`src/rtl/onion_wb_initiator.sv`:
```
// onion_wb_initiator
// ------------------
// Turns single register-access commands into one Wishbone bus cycle each,
// toward the FPGA IP slave fabric (GPIO, PWM, breathe, timer, QL-reserved).
// Every command runs one bus cycle, which ends on ACK or on a timeout.
// The result is returned on a valid/ready response port.
//
// Ports
//   WBs_CLK_i, WBs_RST_i     : clock and synchronous active-high reset
//   cmd_*                    : command port (valid/ready)
//                              we, byte address, byte enables, write data
//   rsp_*                    : response port (valid/ready)
//                              read data (0 for writes), timeout error flag
//   WBs_*_o                  : Wishbone initiator outputs
//                              0 whenever no bus cycle is running
//   WBs_RD_DAT_i, WBs_ACK_i  : muxed slave read data and ORed slave ACK
//   err_cnt_o                : saturating count of timed-out cycles
module onion_wb_initiator #(
  parameter int          APERWIDTH          = 17,
  parameter int          TIMEOUT_CYCLES     = 255,
  parameter int          TIMEOUT_WIDTH      = 8,
  parameter logic [31:0] TIMEOUT_READ_VALUE = 32'hBAD_FAB_AC
) (
  input  logic                 WBs_CLK_i,
  input  logic                 WBs_RST_i,

  input  logic                 cmd_valid_i,
  output logic                 cmd_ready_o,
  input  logic                 cmd_we_i,
  input  logic [APERWIDTH-1:0] cmd_adr_i,
  input  logic [3:0]           cmd_byte_stb_i,
  input  logic [31:0]          cmd_dat_i,

  output logic                 rsp_valid_o,
  input  logic                 rsp_ready_i,
  output logic [31:0]          rsp_dat_o,
  output logic                 rsp_err_o,

  output logic [APERWIDTH-1:0] WBs_ADR_o,
  output logic                 WBs_CYC_o,
  output logic                 WBs_STB_o,
  output logic                 WBs_WE_o,
  output logic                 WBs_RD_o,
  output logic [3:0]           WBs_BYTE_STB_o,
  output logic [31:0]          WBs_WR_DAT_o,
  input  logic [31:0]          WBs_RD_DAT_i,
  input  logic                 WBs_ACK_i,

  output logic [7:0]           err_cnt_o
);

  typedef enum logic [1:0] {
    ST_IDLE = 2'd0,
    ST_BUS  = 2'd1,
    ST_RESP = 2'd2
  } state_e;

  // Last counter value of a cycle that is still allowed to wait for ACK.
  localparam logic [TIMEOUT_WIDTH-1:0] TMO_LAST = TIMEOUT_WIDTH'(TIMEOUT_CYCLES - 1);

  state_e                 state_q, state_d;
  logic                   cyc_q, cyc_d;
  logic                   we_q, we_d;
  logic                   rd_q, rd_d;
  logic [APERWIDTH-1:0]   adr_q, adr_d;
  logic [3:0]             bstb_q, bstb_d;
  logic [31:0]            wdat_q, wdat_d;
  logic [TIMEOUT_WIDTH-1:0] tmo_q, tmo_d;
  logic [31:0]            rsp_dat_q, rsp_dat_d;
  logic                   rsp_err_q, rsp_err_d;
  logic [7:0]             err_cnt_q, err_cnt_d;

  // Next-state and next-output logic. Bus outputs are registered, so they
  // are loaded on the accept edge and cleared on the edge that ends the
  // cycle. This keeps them at zero in IDLE and RESP with no extra gating.
  always_comb begin
    state_d   = state_q;
    cyc_d     = cyc_q;
    we_d      = we_q;
    rd_d      = rd_q;
    adr_d     = adr_q;
    bstb_d    = bstb_q;
    wdat_d    = wdat_q;
    tmo_d     = tmo_q;
    rsp_dat_d = rsp_dat_q;
    rsp_err_d = rsp_err_q;
    err_cnt_d = err_cnt_q;

    case (state_q)
      ST_IDLE: begin
        if (cmd_valid_i) begin
          state_d = ST_BUS;
          cyc_d   = 1'b1;
          we_d    = cmd_we_i;
          rd_d    = ~cmd_we_i;
          adr_d   = cmd_adr_i;
          // Reads always fetch the whole word, and write data is zero.
          bstb_d  = cmd_we_i ? cmd_byte_stb_i : 4'hF;
          wdat_d  = cmd_we_i ? cmd_dat_i : 32'h0;
          tmo_d   = '0;
        end
      end

      ST_BUS: begin
        // ACK takes priority over the timeout threshold in the same cycle.
        if (WBs_ACK_i || (tmo_q == TMO_LAST)) begin
          state_d = ST_RESP;
          cyc_d   = 1'b0;
          we_d    = 1'b0;
          rd_d    = 1'b0;
          adr_d   = '0;
          bstb_d  = 4'h0;
          wdat_d  = 32'h0;
          if (WBs_ACK_i) begin
            rsp_dat_d = we_q ? 32'h0 : WBs_RD_DAT_i;
            rsp_err_d = 1'b0;
          end else begin
            rsp_dat_d = we_q ? 32'h0 : TIMEOUT_READ_VALUE;
            rsp_err_d = 1'b1;
            if (err_cnt_q != 8'hFF) begin
              err_cnt_d = err_cnt_q + 8'd1;
            end
          end
        end else begin
          tmo_d = tmo_q + 1'b1;
        end
      end

      ST_RESP: begin
        if (rsp_ready_i) begin
          state_d = ST_IDLE;
        end
      end

      default: begin
        state_d = ST_IDLE;
      end
    endcase
  end

  // State and datapath registers. A reset drops any in-flight cycle, and no
  // response is produced for it.
  always_ff @(posedge WBs_CLK_i) begin
    if (WBs_RST_i) begin
      state_q   <= ST_IDLE;
      cyc_q     <= 1'b0;
      we_q      <= 1'b0;
      rd_q      <= 1'b0;
      adr_q     <= '0;
      bstb_q    <= 4'h0;
      wdat_q    <= 32'h0;
      tmo_q     <= '0;
      rsp_dat_q <= 32'h0;
      rsp_err_q <= 1'b0;
      err_cnt_q <= 8'h0;
    end else begin
      state_q   <= state_d;
      cyc_q     <= cyc_d;
      we_q      <= we_d;
      rd_q      <= rd_d;
      adr_q     <= adr_d;
      bstb_q    <= bstb_d;
      wdat_q    <= wdat_d;
      tmo_q     <= tmo_d;
      rsp_dat_q <= rsp_dat_d;
      rsp_err_q <= rsp_err_d;
      err_cnt_q <= err_cnt_d;
    end
  end

  assign cmd_ready_o    = (state_q == ST_IDLE);
  assign rsp_valid_o    = (state_q == ST_RESP);
  assign rsp_dat_o      = rsp_dat_q;
  assign rsp_err_o      = rsp_err_q;

  assign WBs_ADR_o      = adr_q;
  assign WBs_CYC_o      = cyc_q;
  assign WBs_STB_o      = cyc_q;
  assign WBs_WE_o       = we_q;
  assign WBs_RD_o       = rd_q;
  assign WBs_BYTE_STB_o = bstb_q;
  assign WBs_WR_DAT_o   = wdat_q;

  assign err_cnt_o      = err_cnt_q;

endmodule
```
`config.mk`:
```
export PLATFORM = sky130hd
export DESIGN_NAME = onion_wb_initiator
export DESIGN_NICKNAME = d
export VERILOG_FILES = /design/src/rtl/onion_wb_initiator.sv
export SDC_FILE = /design/constraint.sdc
export NUM_CORES = 1
export LEC_CHECK = 0
export CAP_MARGIN = 20
export CELL_PAD_IN_SITES_DETAIL_PLACEMENT = 0
export CELL_PAD_IN_SITES_GLOBAL_PLACEMENT = 1
export CORE_MARGIN = 5
export CORE_UTILIZATION = 33
export CTS_BUF_LIST = sky130_fd_sc_hd__clkbuf_8
export CTS_CLUSTER_SIZE = 40
export DETAILED_ROUTE_END_ITERATION = 16
export GPL_TIMING_DRIVEN = 0
export PLACE_DENSITY = 0.89
export SYNTH_ARGS = -nofsm -noshare
export SYNTH_HDL_FRONTEND = slang
export SYNTH_SLANG_ARGS = --single-unit
```
`constraint.sdc`:
```
create_clock -name WBs_CLK_i -period 3.8 [get_ports WBs_CLK_i]
set_input_delay 0.38 -clock WBs_CLK_i [delete_from_list [all_inputs] [get_ports WBs_CLK_i]]
set_output_delay 0.38 -clock WBs_CLK_i [all_outputs]
set_load 0.01 [all_outputs]
```
# [Yosys cells after proc, flatten, opt, wreduce, memory -nomap -nowiden]
# Index checks and enable logic that the tools add are counted.
[totals] regBits=107 in_bits=91 output_inout_bits=100 elab_cells=60
[classes] add_sub_neg=2 n_eq_ne=8 n_mux=29 bitwise=2 reduce_logical=8
[op_table] cell="$mux W32" count=6
[op_table] cell="$pmux W32 S2" count=1
[op_table] cell="$mux W17" count=2
[op_table] cell="$pmux W17 S2" count=1
[op_table] cell="$add A8 B1 Y8 const B" count=2
[op_table] cell="$mux W8" count=2
[op_table] cell="$pmux W8 S2" count=1
[op_table] cell="$mux W4" count=3
[op_table] cell="$reduce_and A3 Y1" count=3
[op_table] cell="$eq A8 B8 Y1 const B" count=1
[op_table] cell="$ne A8 B8 Y1 const B" count=1
[op_table] cell="$pmux W4 S2" count=1
[op_table] cell="$mux W2" count=3
[op_table] cell="$ne A2 B2 Y1 const B" count=3
[op_table] cell="$pmux W1 S2" count=3
[op_table] cell="$pmux W2 S3" count=1
[op_table] cell="$mux W1" count=5
[op_table] cell="$reduce_and A4 Y1" count=1
[op_table] cell="$eq A2 B1 Y1 const B" count=1
[op_table] cell="$eq A2 B2 Y1 const B" count=1
[op_table] cell="$logic_not A2 Y1" count=1
[op_table] cell="$ne A2 B1 Y1 const B" count=1
[op_table] cell="$not A1 Y1" count=2
[op_table] cell="$reduce_and A2 Y1" count=1
[op_table] cell="other kinds (2)" count=2

# [Logic depth before layout (Yosys ltp)]
# Gate-level depths: netlist (run 1).
[logic_depth] depth_word=4 ltp_mapped=7 ltp_nobuf=6

# [Worst setup path after synthesis (run 1)]
# Ideal clock, no wire load.
[synth_timing] path_type="reg-to-reg" from="register tmo_q[0]" to="register err_cnt_q[5], in the netlist err_cnt_o[5]" setup_ns=0.070 arrival_ns=1.624 t_required_ns=3.730 slack_ns=2.105 stages_incl_launch_ff=8 path_buffers=1 period_less_slack_ns=1.695 path_cell_list="dfxtp_1 > inv_1 > ha_1 > and4_1 > nand3_2 > buf_6 > or4_1 > a21oi_1"
[synth_between] elab_chain_cells=3
[synth_rtl] element="start: declaration" line="68" source="logic [TIMEOUT_WIDTH-1:0] tmo_q, tmo_d;"
[synth_rtl] element="start signal: assignment" line="164" source="tmo_q <= tmo_d;"
[synth_rtl] element="$eq A8 B8 Y1" line="106" source="if (WBs_ACK_i || (tmo_q == TMO_LAST)) begin"
[synth_rtl] element="$logic_or A1 B1 Y1" line="106"
[synth_rtl] element="$reduce_and A4 Y1 (no source line)"
[synth_rtl] element="end signal: assignment" line="167" source="err_cnt_q <= err_cnt_d;"
[synth_rtl] element="end: declaration" line="71" source="logic [7:0] err_cnt_q, err_cnt_d;"
# No other way between the ends.
# A chain may end at the register's enable or synchronous reset.

# [Worst setup path in the final report (run 1)]
[layout_timing] from="register tmo_q[1]" to="register rsp_dat_q[14], in the netlist rsp_dat_o[14]"
[layout_between] elab_chain_cells=3
[layout_rtl] element="$eq A8 B8 Y1" line="106"
[layout_rtl] element="$logic_or A1 B1 Y1" line="106"
[layout_rtl] element="$reduce_and A2 Y1 (no source line)"
[layout_rtl] element="end signal: assignment" line="165" source="rsp_dat_q <= rsp_dat_d;"
[layout_rtl] element="end: declaration" line="69" source="logic [31:0] rsp_dat_q, rsp_dat_d;"
# No other way between the ends.

==> impl_metrics.prom, run 1 <==
# TYPE chip_impl_metric gauge
chip_impl_info{name="run_status",value="finished, final reports clean"} 1
chip_impl_metric{name="skew",unit="ns"} 0.0110
chip_impl_metric{name="floorplan.io_pins",unit=""} 191
chip_impl_info{name="postSynth.topFlopCell",value="dfxtp_1"} 1
chip_impl_metric{name="synth_async_sr_flop_share",unit=""} 0
chip_impl_metric{name="route.antenna.remaining_nets",unit=""} 0
chip_impl_metric{name="mappedNetlistNets",unit=""} 473
chip_impl_metric{name="rows",unit=""} 40
chip_impl_metric{name="area.growth.synth_to_final",unit="%"} 57.9
chip_impl_metric{name="setup_viol",unit=""} 0
chip_impl_metric{name="antennaDiodeCount",unit=""} 0
chip_impl_metric{name="die_area",unit="sq um"} 14400
chip_impl_info{name="worst_setup_path_end_kind",value="flop"} 1
chip_impl_metric{name="number_of_global_route_vias_before_repair",unit=""} 3953
chip_impl_metric{name="start_util",unit=""} 0.335
chip_impl_metric{name="timing.final.crit_share",unit=""} 0.565
chip_impl_metric{name="globalplace.congestion",unit=""} 0.804
chip_impl_info{name="worst_reg2reg_path_startpoint",value="tmo_q[1]$_SDFFE_PP0P_"} 1
chip_impl_metric{name="die-width",unit="um"} 120
chip_impl_metric{name="total_power",unit="W"} 0.00240
chip_impl_metric{name="finalWirelength",unit="um"} 13100
chip_impl_info{name="path_delay_family",value="compound AO/OA/AOI/OAI gates"} 1
chip_impl_metric{name="num-fill-cells",unit=""} 1099
chip_impl_info{name="cts_tree",value="done"} 1
chip_impl_info{name="final_common_cell",value="clkdlybuf4s50_1"} 1
chip_impl_metric{name="htree_num_levels",unit=""} 3
chip_impl_metric{name="gate_count_post_synth",unit=""} 379
chip_impl_metric{name="drc",unit=""} 0
chip_impl_info{name="layout_common_cells",value="clkdlybuf4s50_1 (189), dfxtp_1 (107), a22o_1 (63)"} 1
chip_impl_metric{name="timing.slew.headroom",unit=""} 0.543
chip_impl_metric{name="post_drt_via_cell_ratio",unit=""} 5.31
chip_impl_metric{name="syn_area",unit="sq um"} 3990
chip_impl_metric{name="regToRegSetupSlack",unit="ns"} 1.65
chip_impl_metric{name="required_time_worst_endpoint",unit="ns"} 4.07
chip_impl_metric{name="maximum_number_of_pins_on_one_net_before_global_route_repair",unit=""} 18
chip_impl_metric{name="final-hold-violation-count",unit=""} 0
chip_impl_metric{name="crit_arrival",unit="ns"} 2.41
chip_impl_metric{name="drt-pass1-iter-count",unit=""} 4
chip_impl_metric{name="timing.reg2reg.worst_path_depth",unit=""} 6
chip_impl_metric{name="critical_path.max_stage_delay",unit="ns"} 0.46
chip_impl_metric{name="global_route_wire_length_before_repair",unit="um"} 21000
chip_impl_metric{name="place.detailed.hpwl",unit="um"} 10100
chip_impl_metric{name="fp.dieH",unit="um"} 120
chip_impl_metric{name="place.detailed.instances",unit=""} 715
chip_impl_metric{name="cts.hold.buffers_added",unit=""} 0
chip_impl_metric{name="syn_area_per_cell",unit="sq um"} 10.5
chip_impl_metric{name="route.detailed.wl_per_inst",unit="um"} 17.9
chip_impl_metric{name="grtUsageTotal",unit=""} 0.183
chip_impl_metric{name="area_share_of_the_leading_cell_type_in_the_synthesized_netlist",unit=""} 0.537
chip_impl_metric{name="synth_seq_cells",unit=""} 107
chip_impl_metric{name="post_synth_num_cell_types",unit=""} 55
chip_impl_info{name="rsz0062_at_grt",value="no"} 1
chip_impl_metric{name="number_of_enable_flip_flop_cells_after_synthesis",unit=""} 0
chip_impl_metric{name="max_freq",unit="MHz"} 466
chip_impl_info{name="synth_top_area_cell",value="dfxtp_1"} 1
chip_impl_metric{name="postCtsResizedCells",unit=""} 0
chip_impl_metric{name="yosys_warnings",unit=""} 0
chip_impl_metric{name="critical_path.max_fanout",unit=""} 10
chip_impl_metric{name="final_layout_size_suffix_gt1_frac",unit=""} 0.0702
chip_impl_metric{name="clkSlewWorstSetupHoldPaths",unit="ns"} 0.09
chip_impl_metric{name="post-route-min-period",unit="ns"} 2.15
chip_impl_metric{name="grt.overflow.total",unit=""} 0
chip_impl_metric{name="num-nets-final",unit=""} 673
chip_impl_metric{name="max_slew.worst_pin.slew",unit="ns"} 0.680
chip_impl_info{name="clk_root_buffer_cell",value="clkbuf_8"} 1
chip_impl_metric{name="numPortBuffers",unit=""} 189
chip_impl_metric{name="yosysSeqAreaShare",unit=""} 0.537
chip_impl_metric{name="drv_cap",unit=""} 0
chip_impl_info{name="start_kind",value="flop"} 1
chip_impl_metric{name="post-cts-setup-buffers",unit=""} 0
chip_impl_metric{name="clk_latency",unit="ns"} 0.38
chip_impl_metric{name="finalCoreUtilization",unit=""} 0.529
chip_impl_metric{name="drt_iter0_drc",unit=""} 236
chip_impl_metric{name="cts_inserted_buffers",unit=""} 9
chip_impl_info{name="critPathCapture",value="rsp_dat_o[14]$_SDFFE_PP0P_"} 1
chip_impl_metric{name="finalMaxSlewViolations",unit=""} 0
chip_impl_metric{name="cp_num_cells",unit=""} 6
chip_impl_metric{name="initial_antenna_violation_count",unit=""} 0
chip_impl_metric{name="power.density",unit="nW/um^2"} 381
chip_impl_info{name="critPathLaunch",value="tmo_q[1]$_SDFFE_PP0P_"} 1
chip_impl_metric{name="num_vias",unit=""} 3881
chip_impl_info{name="worst_r2r_endpoint",value="rsp_dat_o[14]$_SDFFE_PP0P_"} 1
chip_impl_metric{name="worstPathBufferInverterCount",unit=""} 1
chip_impl_info{name="holdCritPathClass",value="flop to flop"} 1
chip_impl_info{name="cp_cell_sequence",value="ha_1 > nand4_1 > o21ai_2 > a21oi_1 > clkbuf_1 > a22o_1"} 1
chip_impl_metric{name="cellLeakagePower",unit="nW"} 2.25
chip_impl_metric{name="clockBufferDepth",unit=""} 2
chip_impl_metric{name="fp.coreArea",unit="sq um"} 11900
chip_impl_info{name="critical_path_class",value="flop to flop"} 1
chip_impl_info{name="synth.area.top_cells",value="dfxtp_1 (54%), a22o_1 (14%), o2111ai_1 (4.6%), a21oi_1 (4.3%), o21ai_0 (3.1%)"} 1
chip_impl_metric{name="fin_setup_tns",unit="ns"} 0
chip_impl_metric{name="final-instance-count-excl-fill",unit=""} 731
chip_impl_metric{name="setup_ws",unit="ns"} 1.65
chip_impl_metric{name="vdd_drop_max",unit="mV"} 0.286
chip_impl_metric{name="pre_cts_slack",unit="ns"} 1.34
chip_impl_info{name="critical_path.slowest_cell",value="o21ai_2"} 1
chip_impl_metric{name="cts_sinks",unit=""} 107
cell usage after synthesis, types with 3 or more instances:
master / n
or4_1: 3
buf_4: 3
clkbuf_1: 19
ha_1: 3
and2_1: 3
dfxtp_1: 107
nand2_1: 3
or3_1: 3
nand3_1: 9
inv_1: 7
a21oi_1: 34
o31ai_1: 6
nor2_1: 7
nand2b_1: 7
a22o_1: 63
buf_2: 10
o21ai_0: 25
o2111ai_1: 21
registers in the layout (all words and copies together) (netlist names):
register and count:
WBs_ADR_o 17, WBs_BYTE_STB_o 4, WBs_CYC_o 1, WBs_RD_o 1
WBs_WE_o 1, WBs_WR_DAT_o 32, err_cnt_o 8, rsp_dat_o 32
rsp_err_o 1, state_q 2, tmo_q 8
cell families (layout without fill, tap and decap cells):
logic type      count (synthesis)  count (layout)  synth area share
buf+inv                        41             246            0.0464
simple gates                   56              56            0.0878
flops                         107             107             0.537
fa+ha+maj                       3               3           0.00941
mux                             3               3           0.00784
compound gates                169             169             0.312
power by group:
part	internal [W]	total (W)	switching [W]
clock	0.000409	0.000804	0.000394
combinational	0.000225	0.000396	0.000171
sequential	0.00117	0.00120	0.0000311
layout make-up:
cell class / count / area, sq um / area share
flip-flops and latches: 107 / 2140 / 0.340
repair buffers: 189 / 1890 / 0.300
multi-input cells: 231 / 1660 / 0.264
well taps: 147 / 184 / 0.0292
plain buffers: 33 / 155 / 0.0246
clock buffers: 11 / 151 / 0.0240
clock inverters: 5 / 85.1 / 0.0135
inverters: 8 / 30.0 / 0.00476
metal layers:
metal / share of wire / global-route usage / vias to the layer above
met1: 0.42 / 0.221 / 1838
met2: 0.47 / 0.301 / 161
met5: 0 / 0 / -
met4: 0.016 / 0.0451 / 0
li1: - / - / 1867
met3: 0.086 / 0.0763 / 15
per-stage QoR:
stage / cell area, sq um / hold slack, ns
5_1_grt: 6300 / 0.506
3_5_place_dp: 6070 / 0.457
2_1_floorplan: 3990 / 0.454
6_report: 6300 / 0.480
4_1_cts: 6300 / 0.482
3_3_place_gp: 6070 / 0.456
tightest hold or removal path: stages (launching register included):
cell and delay, ns:
dfxtp_1 0.32, o21ai_0 0.07, a21oi_1 0.06
worst min path at each step:
stage,from,endpoint,slack (ns),cells after the start
2_1_floorplan,tmo_q[7]$_SDFFE_PP0P_,tmo_q[7]$_SDFFE_PP0P_,0.45,1
3_3_place_gp,rsp_dat_o[6]$_SDFFE_PP0P_,rsp_dat_o[6]$_SDFFE_PP0P_,0.46,1
3_5_place_dp,rsp_dat_o[24]$_SDFFE_PP0P_,rsp_dat_o[24]$_SDFFE_PP0P_,0.46,1
4_1_cts,rsp_dat_o[13]$_SDFFE_PP0P_,rsp_dat_o[13]$_SDFFE_PP0P_,0.48,2
5_1_grt,WBs_ADR_o[7]$_SDFFE_PP0P_,WBs_ADR_o[7]$_SDFFE_PP0P_,0.51,1
6_report,rsp_dat_o[13]$_SDFFE_PP0P_,rsp_dat_o[13]$_SDFFE_PP0P_,0.48,2
Power figures use the tool's default switching activity.
==> run 2: changes to the inputs <==
--- a/config.mk
+++ b/config.mk
@@ -9,12 +9,12 @@
 export CELL_PAD_IN_SITES_DETAIL_PLACEMENT = 0
 export CELL_PAD_IN_SITES_GLOBAL_PLACEMENT = 1
 export CORE_MARGIN = 5
-export CORE_UTILIZATION = 33
+export CORE_UTILIZATION = 28
 export CTS_BUF_LIST = sky130_fd_sc_hd__clkbuf_8
 export CTS_CLUSTER_SIZE = 40
 export DETAILED_ROUTE_END_ITERATION = 16
 export GPL_TIMING_DRIVEN = 0
-export PLACE_DENSITY = 0.89
+export PLACE_DENSITY = 0.81
 export SYNTH_ARGS = -nofsm -noshare
 export SYNTH_HDL_FRONTEND = slang
 export SYNTH_SLANG_ARGS = --single-unit
==> constraint.sdc (replaced) <==
create_clock -name WBs_CLK_i -period 1.77 [get_ports WBs_CLK_i]
set_input_delay 0.177 -clock WBs_CLK_i [delete_from_list [all_inputs] [get_ports WBs_CLK_i]]
set_output_delay 0.177 -clock WBs_CLK_i [all_outputs]
set_load 0.01 [all_outputs]
==> run 2 against run 1 <==
Against the previous run:
- clock power up 82%
- global-route usage down 2.8 points
- cell area up 4.8%
- clock skew up 0.0044 ns
- first-iteration DRC count up 12%
- core utilization down 5.5 points
- register-to-register slack worse by 1.6 ns
- worst setup slack worse by 1.6 ns
- via count up 0.85%
- hold slack worse by 0.11 ns
- largest power group unchanged
==> impl_metrics.prom, run 2 (same netlist as run 1, synthesis figures left out) <==
# TYPE chip_impl_metric gauge
chip_impl_metric{name="grt.overflow.total",unit=""} 0
chip_impl_metric{name="clock_power_share",unit=""} 0.294
chip_impl_metric{name="cts.hold.buffers_added",unit=""} 0
chip_impl_metric{name="antennaDiodeCount",unit=""} 0
chip_impl_metric{name="register_area",unit="sq um"} 2160
chip_impl_metric{name="global_route_wire_length_before_repair",unit="um"} 20600
chip_impl_metric{name="post_drt_via_cell_ratio",unit=""} 5.01
chip_impl_metric{name="fp.dieH",unit="um"} 129
chip_impl_metric{name="finalMaxSlewViolations",unit=""} 0
chip_impl_metric{name="drv_cap",unit=""} 0
chip_impl_metric{name="start_util",unit=""} 0.286
chip_impl_metric{name="timing.hold.ws",unit="ns"} 0.374
chip_impl_metric{name="timing.final.crit_share",unit=""} 0.982
chip_impl_metric{name="power_report.internal_total",unit="W"} 0.00361
chip_impl_metric{name="route.antenna.remaining_nets",unit=""} 0
chip_impl_metric{name="cts_inserted_buffers",unit=""} 9
chip_impl_metric{name="power.share.sequential",unit=""} 0.522
chip_impl_metric{name="clkSlewWorstSetupHoldPaths",unit="ns"} 0.11
chip_impl_metric{name="fin_setup_tns",unit="ns"} 0
chip_impl_metric{name="p_sw_frac",unit=""} 0.271
chip_impl_metric{name="vdd_drop_max",unit="mV"} 0.361
chip_impl_metric{name="die_area",unit="sq um"} 16700
chip_impl_metric{name="globalplace.congestion",unit=""} 0.776
chip_impl_info{name="run_status",value="finished, final reports clean"} 1
chip_impl_metric{name="htree_num_levels",unit=""} 3
chip_impl_metric{name="area.growth.synth_to_final",unit="%"} 65.5
chip_impl_metric{name="drt-pass1-iter-count",unit=""} 4
chip_impl_metric{name="maximum_number_of_pins_on_one_net_before_global_route_repair",unit=""} 19
chip_impl_metric{name="clk_latency",unit="ns"} 0.38
chip_impl_metric{name="final_layout_size_suffix_gt1_frac",unit=""} 0.138
chip_impl_metric{name="clockBufferDepth",unit=""} 2
chip_impl_info{name="holdCritPathClass",value="input port to flop"} 1
chip_impl_info{name="rsz0062_at_grt",value="yes"} 1
chip_impl_metric{name="setup_viol",unit=""} 0
chip_impl_info{name="cts_tree",value="done"} 1
chip_impl_info{name="start_kind",value="flop"} 1
chip_impl_metric{name="part_of_the_total_power_dissipated_in_combinational_logic",unit=""} 0.184
chip_impl_metric{name="finalWirelength",unit="um"} 13600
chip_impl_metric{name="fp.coreArea",unit="sq um"} 13900
chip_impl_metric{name="power.density",unit="nW/um^2"} 749
chip_impl_metric{name="crit_arrival",unit="ns"} 2.02
chip_impl_metric{name="required_time_worst_endpoint",unit="ns"} 2.05
chip_impl_metric{name="drt_iter0_drc",unit=""} 264
chip_impl_metric{name="route.detailed.wl_per_inst",unit="um"} 17.4
chip_impl_info{name="clk_root_buffer_cell",value="clkbuf_8"} 1
chip_impl_metric{name="place.detailed.hpwl",unit="um"} 10000
chip_impl_metric{name="drc",unit=""} 0
chip_impl_info{name="worst_setup_path_end_kind",value="flop"} 1
chip_impl_info{name="layout_common_cells",value="clkdlybuf4s50_1 (187), dfxtp_1 (103), a22o_1 (63)"} 1
chip_impl_info{name="hp-start",value="cmd_dat_i[25]"} 1
chip_impl_metric{name="final-hold-violation-count",unit=""} 0
chip_impl_info{name="worst_r2r_endpoint",value="rsp_dat_o[6]$_SDFFE_PP0P_"} 1
chip_impl_metric{name="initial_antenna_violation_count",unit=""} 0
chip_impl_metric{name="die-width",unit="um"} 129
chip_impl_metric{name="critical_path.max_fanout",unit=""} 10
chip_impl_metric{name="number_of_global_route_vias_before_repair",unit=""} 3941
chip_impl_info{name="worst_reg2reg_path_startpoint",value="tmo_q[0]$_SDFFE_PP0P_"} 1
chip_impl_metric{name="floorplan.io_pins",unit=""} 191
chip_impl_metric{name="combined_area_of_the_multi_input_logic_cells",unit="sq um"} 1760
chip_impl_metric{name="timing.reg2reg.worst_path_depth",unit=""} 8
chip_impl_metric{name="max_slew.worst_pin.slew",unit="ns"} 0.540
chip_impl_metric{name="rows",unit=""} 43
chip_impl_metric{name="max_freq",unit="MHz"} 575
chip_impl_metric{name="timing.slew.headroom",unit=""} 0.640
chip_impl_info{name="critical_path_class",value="flop to flop"} 1
chip_impl_metric{name="skew",unit="ns"} 0.0154
chip_impl_metric{name="cellLeakagePower",unit="nW"} 2.39
chip_impl_info{name="min_to",value="WBs_WR_DAT_o[25]$_SDFFE_PP0P_"} 1
chip_impl_metric{name="num_vias",unit=""} 3914
chip_impl_metric{name="num-fill-cells",unit=""} 1283
chip_impl_metric{name="regToRegSetupSlack",unit="ns"} 0.03
chip_impl_metric{name="numPortBuffers",unit=""} 189
chip_impl_metric{name="grtUsageTotal",unit=""} 0.155
chip_impl_metric{name="cts_sinks",unit=""} 107
chip_impl_metric{name="post-route-min-period",unit="ns"} 1.74
chip_impl_metric{name="num-nets-final",unit=""} 691
chip_impl_metric{name="netSwitchingPower",unit="W"} 0.00134
chip_impl_metric{name="whs_path_depth",unit=""} 2
chip_impl_info{name="final_common_cell",value="clkdlybuf4s50_1"} 1
-- run 2: cell types whose count changed in the layout (fill, tap and decap cells not counted), moves of 3 or more --
cell / change
clkbuf_1: -7
buf_2: -9
buf_4: +20
dfxtp_4: +4
buf_6: +6
clkbuf_2: +6
a21oi_1: -3
dfxtp_1: -4
-- run 2: power groups by stage --
stage               clock, W  sequential (W)  combinational [W]
global placement           0         0.00264           0.000840
floorplan                  0         0.00268           0.000276
detailed placement         0         0.00264           0.000851
global route         0.00162         0.00260           0.000973
CTS                  0.00151         0.00259           0.000900
finish               0.00146         0.00258           0.000909
-- run 2: worst max path at each step --
stage | slack, ns | from | cells past startpoint | end
2_1_floorplan | 0.08 | tmo_q[0]$_SDFFE_PP0P_ | 7 | err_cnt_o[5]$_SDFFE_PP0P_
3_3_place_gp | -0.50 | WBs_ACK_i | 6 | WBs_WR_DAT_o[16]$_SDFFE_PP0P_
3_5_place_dp | -0.52 | WBs_ACK_i | 6 | WBs_ADR_o[10]$_SDFFE_PP0P_
4_1_cts | 0.005 | state_q[0]$_SDFFE_PP0P_ | 2 | rsp_valid_o
5_1_grt | -0.07 | tmo_q[0]$_SDFFE_PP0P_ | 8 | rsp_dat_o[28]$_SDFFE_PP0P_
6_report | 0.03 | tmo_q[0]$_SDFFE_PP0P_ | 8 | rsp_dat_o[6]$_SDFFE_PP0P_
-- run 2: per-layer routing --
layer | track usage | part of all wire | routed length (um) | vias up
met3 | 0.0503 | 0.082 | 1120 | 19
li1 | - | - | - | 1896
met2 | 0.250 | 0.48 | 6560 | 138
met5 | 0 | 0 | 0 | -
met1 | 0.193 | 0.42 | 5710 | 1861
met4 | 0.0562 | 0.017 | 228 | 0
-- run 2: timing repair --
item | CTS | global route
pin swaps | 5 | 7
gates resized for setup | 37 | 21
setup buffers | 8 | 10
endpoints found under the setup margin | 96 | 99
-- run 2: worst max-delay path, stage by stage, from the launching register on --
cell      delay [ns]
dfxtp_4         0.35
inv_1           0.05
ha_2            0.19
nand4_1         0.09
buf_4           0.18
o21ai_4         0.26
a21oi_2         0.14
clkbuf_8        0.20
a22o_1          0.18
-- run 2: area by class of cell --
cell class	count	area share
plain buffers	33	0.0330
inverters	8	0.00512
flip-flops and latches	107	0.327
well taps	180	0.0341
repair buffers	207	0.307
multi-input cells	231	0.266
clock inverters	5	0.00701
clock buffers	10	0.0208
-- run 2: stage by stage --
stage / util / cell area, sq um / cells / setup WS (ns) / total power [W]
6_report: 0.474 / 6600 / 781 / 0.0314 / 0.00495
5_1_grt: 0.474 / 6600 / 781 / -0.0704 / 0.00519
4_1_cts: 0.464 / 6460 / 771 / 0.00486 / 0.00500
3_5_place_dp: 0.438 / 6110 / 748 / -0.524 / 0.00349
3_3_place_gp: 0.438 / 6110 / 748 / -0.499 / 0.00348
2_1_floorplan: - / 3990 / 379 / 0.0755 / 0.00296
==> run 3: changes to the inputs <==
--- a/config.mk
+++ b/config.mk
@@ -5,7 +5,7 @@
 export SDC_FILE = /design/constraint.sdc
 export NUM_CORES = 1
 export LEC_CHECK = 0
-export CAP_MARGIN = 20
+export CAP_MARGIN = 0
 export CELL_PAD_IN_SITES_DETAIL_PLACEMENT = 0
 export CELL_PAD_IN_SITES_GLOBAL_PLACEMENT = 1
 export CORE_MARGIN = 5
@@ -14,6 +14,7 @@
 export CTS_CLUSTER_SIZE = 40
 export DETAILED_ROUTE_END_ITERATION = 16
 export GPL_TIMING_DRIVEN = 0
+export MAX_ROUTING_LAYER = met4
 export PLACE_DENSITY = 0.81
 export SYNTH_ARGS = -nofsm -noshare
 export SYNTH_HDL_FRONTEND = slang
==> run 3 against run 2 <==
Against the previous run:
- total power about the same
- cell count unchanged
- via count barely moved
- global-route usage rose by 0.46 points
- wire length shrank 0.12%
- register-to-register slack is essentially flat
- highest routed layer unchanged
==> impl_metrics.prom, run 3 (same netlist as run 1, synthesis figures left out) <==
# TYPE chip_impl_metric gauge
chip_impl_info{name="run_status",value="finished, final reports clean"} 1
chip_impl_metric{name="htree_num_levels",unit=""} 3
chip_impl_metric{name="post_drt_via_cell_ratio",unit=""} 5.01
chip_impl_info{name="layout_common_cells",value="clkdlybuf4s50_1 (187), dfxtp_1 (103), a22o_1 (63)"} 1
chip_impl_metric{name="detailed_route_wirelength_on_metal3",unit="um"} 1010
chip_impl_metric{name="clk_latency",unit="ns"} 0.38
chip_impl_info{name="critical_path.slowest_cell",value="dfxtp_4"} 1
chip_impl_info{name="cp_cell_sequence",value="inv_1 > ha_2 > nand4_1 > buf_4 > o21ai_4 > a21oi_2 > clkbuf_8 > a22o_1"} 1
chip_impl_info{name="rsz0062_at_grt",value="yes"} 1
chip_impl_metric{name="setup_viol",unit=""} 0
chip_impl_metric{name="timing.reg2reg.worst_path_depth",unit=""} 8
chip_impl_metric{name="vdd_drop_max",unit="mV"} 0.361
chip_impl_metric{name="floorplan.io_pins",unit=""} 191
chip_impl_metric{name="critical_path.max_stage_delay",unit="ns"} 0.35
chip_impl_metric{name="crit_arrival",unit="ns"} 2.02
chip_impl_metric{name="post-route-min-period",unit="ns"} 1.74
chip_impl_metric{name="finalWirelength",unit="um"} 13600
chip_impl_info{name="cts_tree",value="done"} 1
chip_impl_metric{name="timing.slew.headroom",unit=""} 0.634
chip_impl_metric{name="grtUsageTotal",unit=""} 0.159
chip_impl_metric{name="max_freq",unit="MHz"} 576
chip_impl_metric{name="power.density",unit="nW/um^2"} 750
chip_impl_metric{name="netSwitchingPower",unit="W"} 0.00134
chip_impl_metric{name="max_slew.worst_pin.slew",unit="ns"} 0.548
chip_impl_metric{name="total_power",unit="W"} 0.00495
chip_impl_metric{name="clkSlewWorstSetupHoldPaths",unit="ns"} 0.11
chip_impl_metric{name="num-nets-final",unit=""} 691
chip_impl_metric{name="antennaDiodeCount",unit=""} 0
chip_impl_metric{name="required_time_worst_endpoint",unit="ns"} 2.06
chip_impl_metric{name="maximum_number_of_pins_on_one_net_before_global_route_repair",unit=""} 19
chip_impl_info{name="worst_setup_path_end_kind",value="flop"} 1
chip_impl_metric{name="start_util",unit=""} 0.286
chip_impl_metric{name="place.detailed.hpwl",unit="um"} 10000
chip_impl_metric{name="drv_cap",unit=""} 0
chip_impl_metric{name="whs_path_depth",unit=""} 2
chip_impl_info{name="critical_path_class",value="flop to flop"} 1
chip_impl_metric{name="place.detailed.instances",unit=""} 748
chip_impl_metric{name="clock_power_share",unit=""} 0.294
chip_impl_metric{name="rows",unit=""} 43
chip_impl_info{name="route.top_layer_used",value="met4"} 1
chip_impl_metric{name="power_report.internal_total",unit="W"} 0.00361
chip_impl_metric{name="fp.dieH",unit="um"} 129
chip_impl_metric{name="timing.final.crit_share",unit=""} 0.981
chip_impl_metric{name="route.antenna.remaining_nets",unit=""} 0
chip_impl_metric{name="cellLeakagePower",unit="nW"} 2.40
chip_impl_metric{name="met2RoutedLength",unit="um"} 6480
chip_impl_metric{name="regToRegSetupSlack",unit="ns"} 0.03
chip_impl_metric{name="initial_antenna_violation_count",unit=""} 0
chip_impl_metric{name="drt-pass1-iter-count",unit=""} 4
chip_impl_metric{name="clockBufferDepth",unit=""} 2
chip_impl_metric{name="num_vias",unit=""} 3916
chip_impl_metric{name="part_of_the_total_power_dissipated_in_combinational_logic",unit=""} 0.184
chip_impl_metric{name="finalCoreUtilization",unit=""} 0.474
chip_impl_metric{name="area.growth.synth_to_final",unit="%"} 65.5
chip_impl_metric{name="critical_path.max_fanout",unit=""} 10
chip_impl_metric{name="globalplace.congestion",unit=""} 0.787
chip_impl_metric{name="grt.overflow.total",unit=""} 0
chip_impl_metric{name="final-hold-violation-count",unit=""} 0
chip_impl_metric{name="wl_met1",unit="um"} 5850
chip_impl_metric{name="skew",unit="ns"} 0.0139
chip_impl_metric{name="drc",unit=""} 0
chip_impl_metric{name="p_sw_frac",unit=""} 0.271
chip_impl_metric{name="cts_inserted_buffers",unit=""} 9
chip_impl_metric{name="finalMaxSlewViolations",unit=""} 0
chip_impl_metric{name="cts_sinks",unit=""} 107
chip_impl_info{name="final_common_cell",value="clkdlybuf4s50_1"} 1
chip_impl_metric{name="cts.hold.buffers_added",unit=""} 0
chip_impl_metric{name="fp.coreArea",unit="sq um"} 13900
chip_impl_metric{name="route.detailed.wl_per_inst",unit="um"} 17.4
chip_impl_metric{name="die_area",unit="sq um"} 16700
chip_impl_info{name="holdCritPathClass",value="input port to flop"} 1
chip_impl_metric{name="drt_iter0_drc",unit=""} 251
chip_impl_info{name="start_kind",value="flop"} 1
chip_impl_metric{name="final_layout_size_suffix_gt1_frac",unit=""} 0.140
chip_impl_metric{name="power.share.sequential",unit=""} 0.522
chip_impl_metric{name="global_route_wire_length_before_repair",unit="um"} 20600
chip_impl_metric{name="numPortBuffers",unit=""} 189
chip_impl_info{name="clk_root_buffer_cell",value="clkbuf_8"} 1
chip_impl_metric{name="die-width",unit="um"} 129
chip_impl_metric{name="number_of_global_route_vias_before_repair",unit=""} 3931
chip_impl_metric{name="final-instance-count-excl-fill",unit=""} 781
[run 3: cell type report]
class	count	area [sq um]
Clock inverter	5	46.3
Clock buffer	10	138
Buffer	33	219
Sequential cell	107	2160
Inverter	8	33.8
Tap cell	180	225
Fill cell	1283	7330
Multi-Input combinational cell	231	1760
Timing Repair Buffer	207	2030
[run 3: timing repair]
| item | 4_1_cts | 5_1_grt |
|---|---|---|
| setup endpoints to repair | 96 | 99 |
| hold endpoints to repair | 0 | 0 |
| buffers inserted | 8 | 10 |
| pin swaps | 5 | 6 |
| gates resized for setup | 37 | 23 |
[run 3: critical path: cells and delay by family, from the launching register on]
kind	cells	cell delay [ns]
compound gates	3	0.58
fa+ha+maj	1	0.19
buf+inv	3	0.44
flops	1	0.35
simple gates	1	0.09
[run 3: per-layer routing]
layer  up-vias  GRT usage
met5         -          -
met4         0     0.0562
met3        21     0.0416
met2       145      0.251
met1      1852      0.198
li1       1898          -
[run 3: final timing paths]
| check | from | endpoint |
|---|---|---|
| min reg2reg | rsp_dat_o[31]$_SDFFE_PP0P_ | rsp_dat_o[31]$_SDFFE_PP0P_ |
| max | tmo_q[0]$_SDFFE_PP0P_ | rsp_dat_o[6]$_SDFFE_PP0P_ |
| min | cmd_dat_i[25] | WBs_WR_DAT_o[25]$_SDFFE_PP0P_ |
| max reg2reg | tmo_q[0]$_SDFFE_PP0P_ | rsp_dat_o[6]$_SDFFE_PP0P_ |
[run 3: power by group through the flow]
stage          sequential (W)  combinational [W]  clock (W)
6_report              0.00258           0.000910    0.00146
5_1_grt               0.00260           0.000973    0.00161
4_1_cts               0.00259           0.000900    0.00151
3_5_place_dp          0.00264           0.000851          0
3_3_place_gp          0.00264           0.000840          0
2_1_floorplan         0.00268           0.000276          0
[run 3: through the flow]
| stage | hold slack [ns] | setup slack (ns) | area, sq um | TNS, ns |
|---|---|---|---|---|
| after floorplan | 0.274 | 0.0755 | 3990 | 0 |
| after global placement | 0.457 | -0.499 | 6110 | -37.33 |
| after detailed placement | 0.461 | -0.524 | 6110 | -38.21 |
| after CTS | 0.351 | 0.00486 | 6460 | 0 |
| after global routing | 0.357 | -0.0704 | 6600 | -2.43 |
| final | 0.371 | 0.0329 | 6600 | 0 |
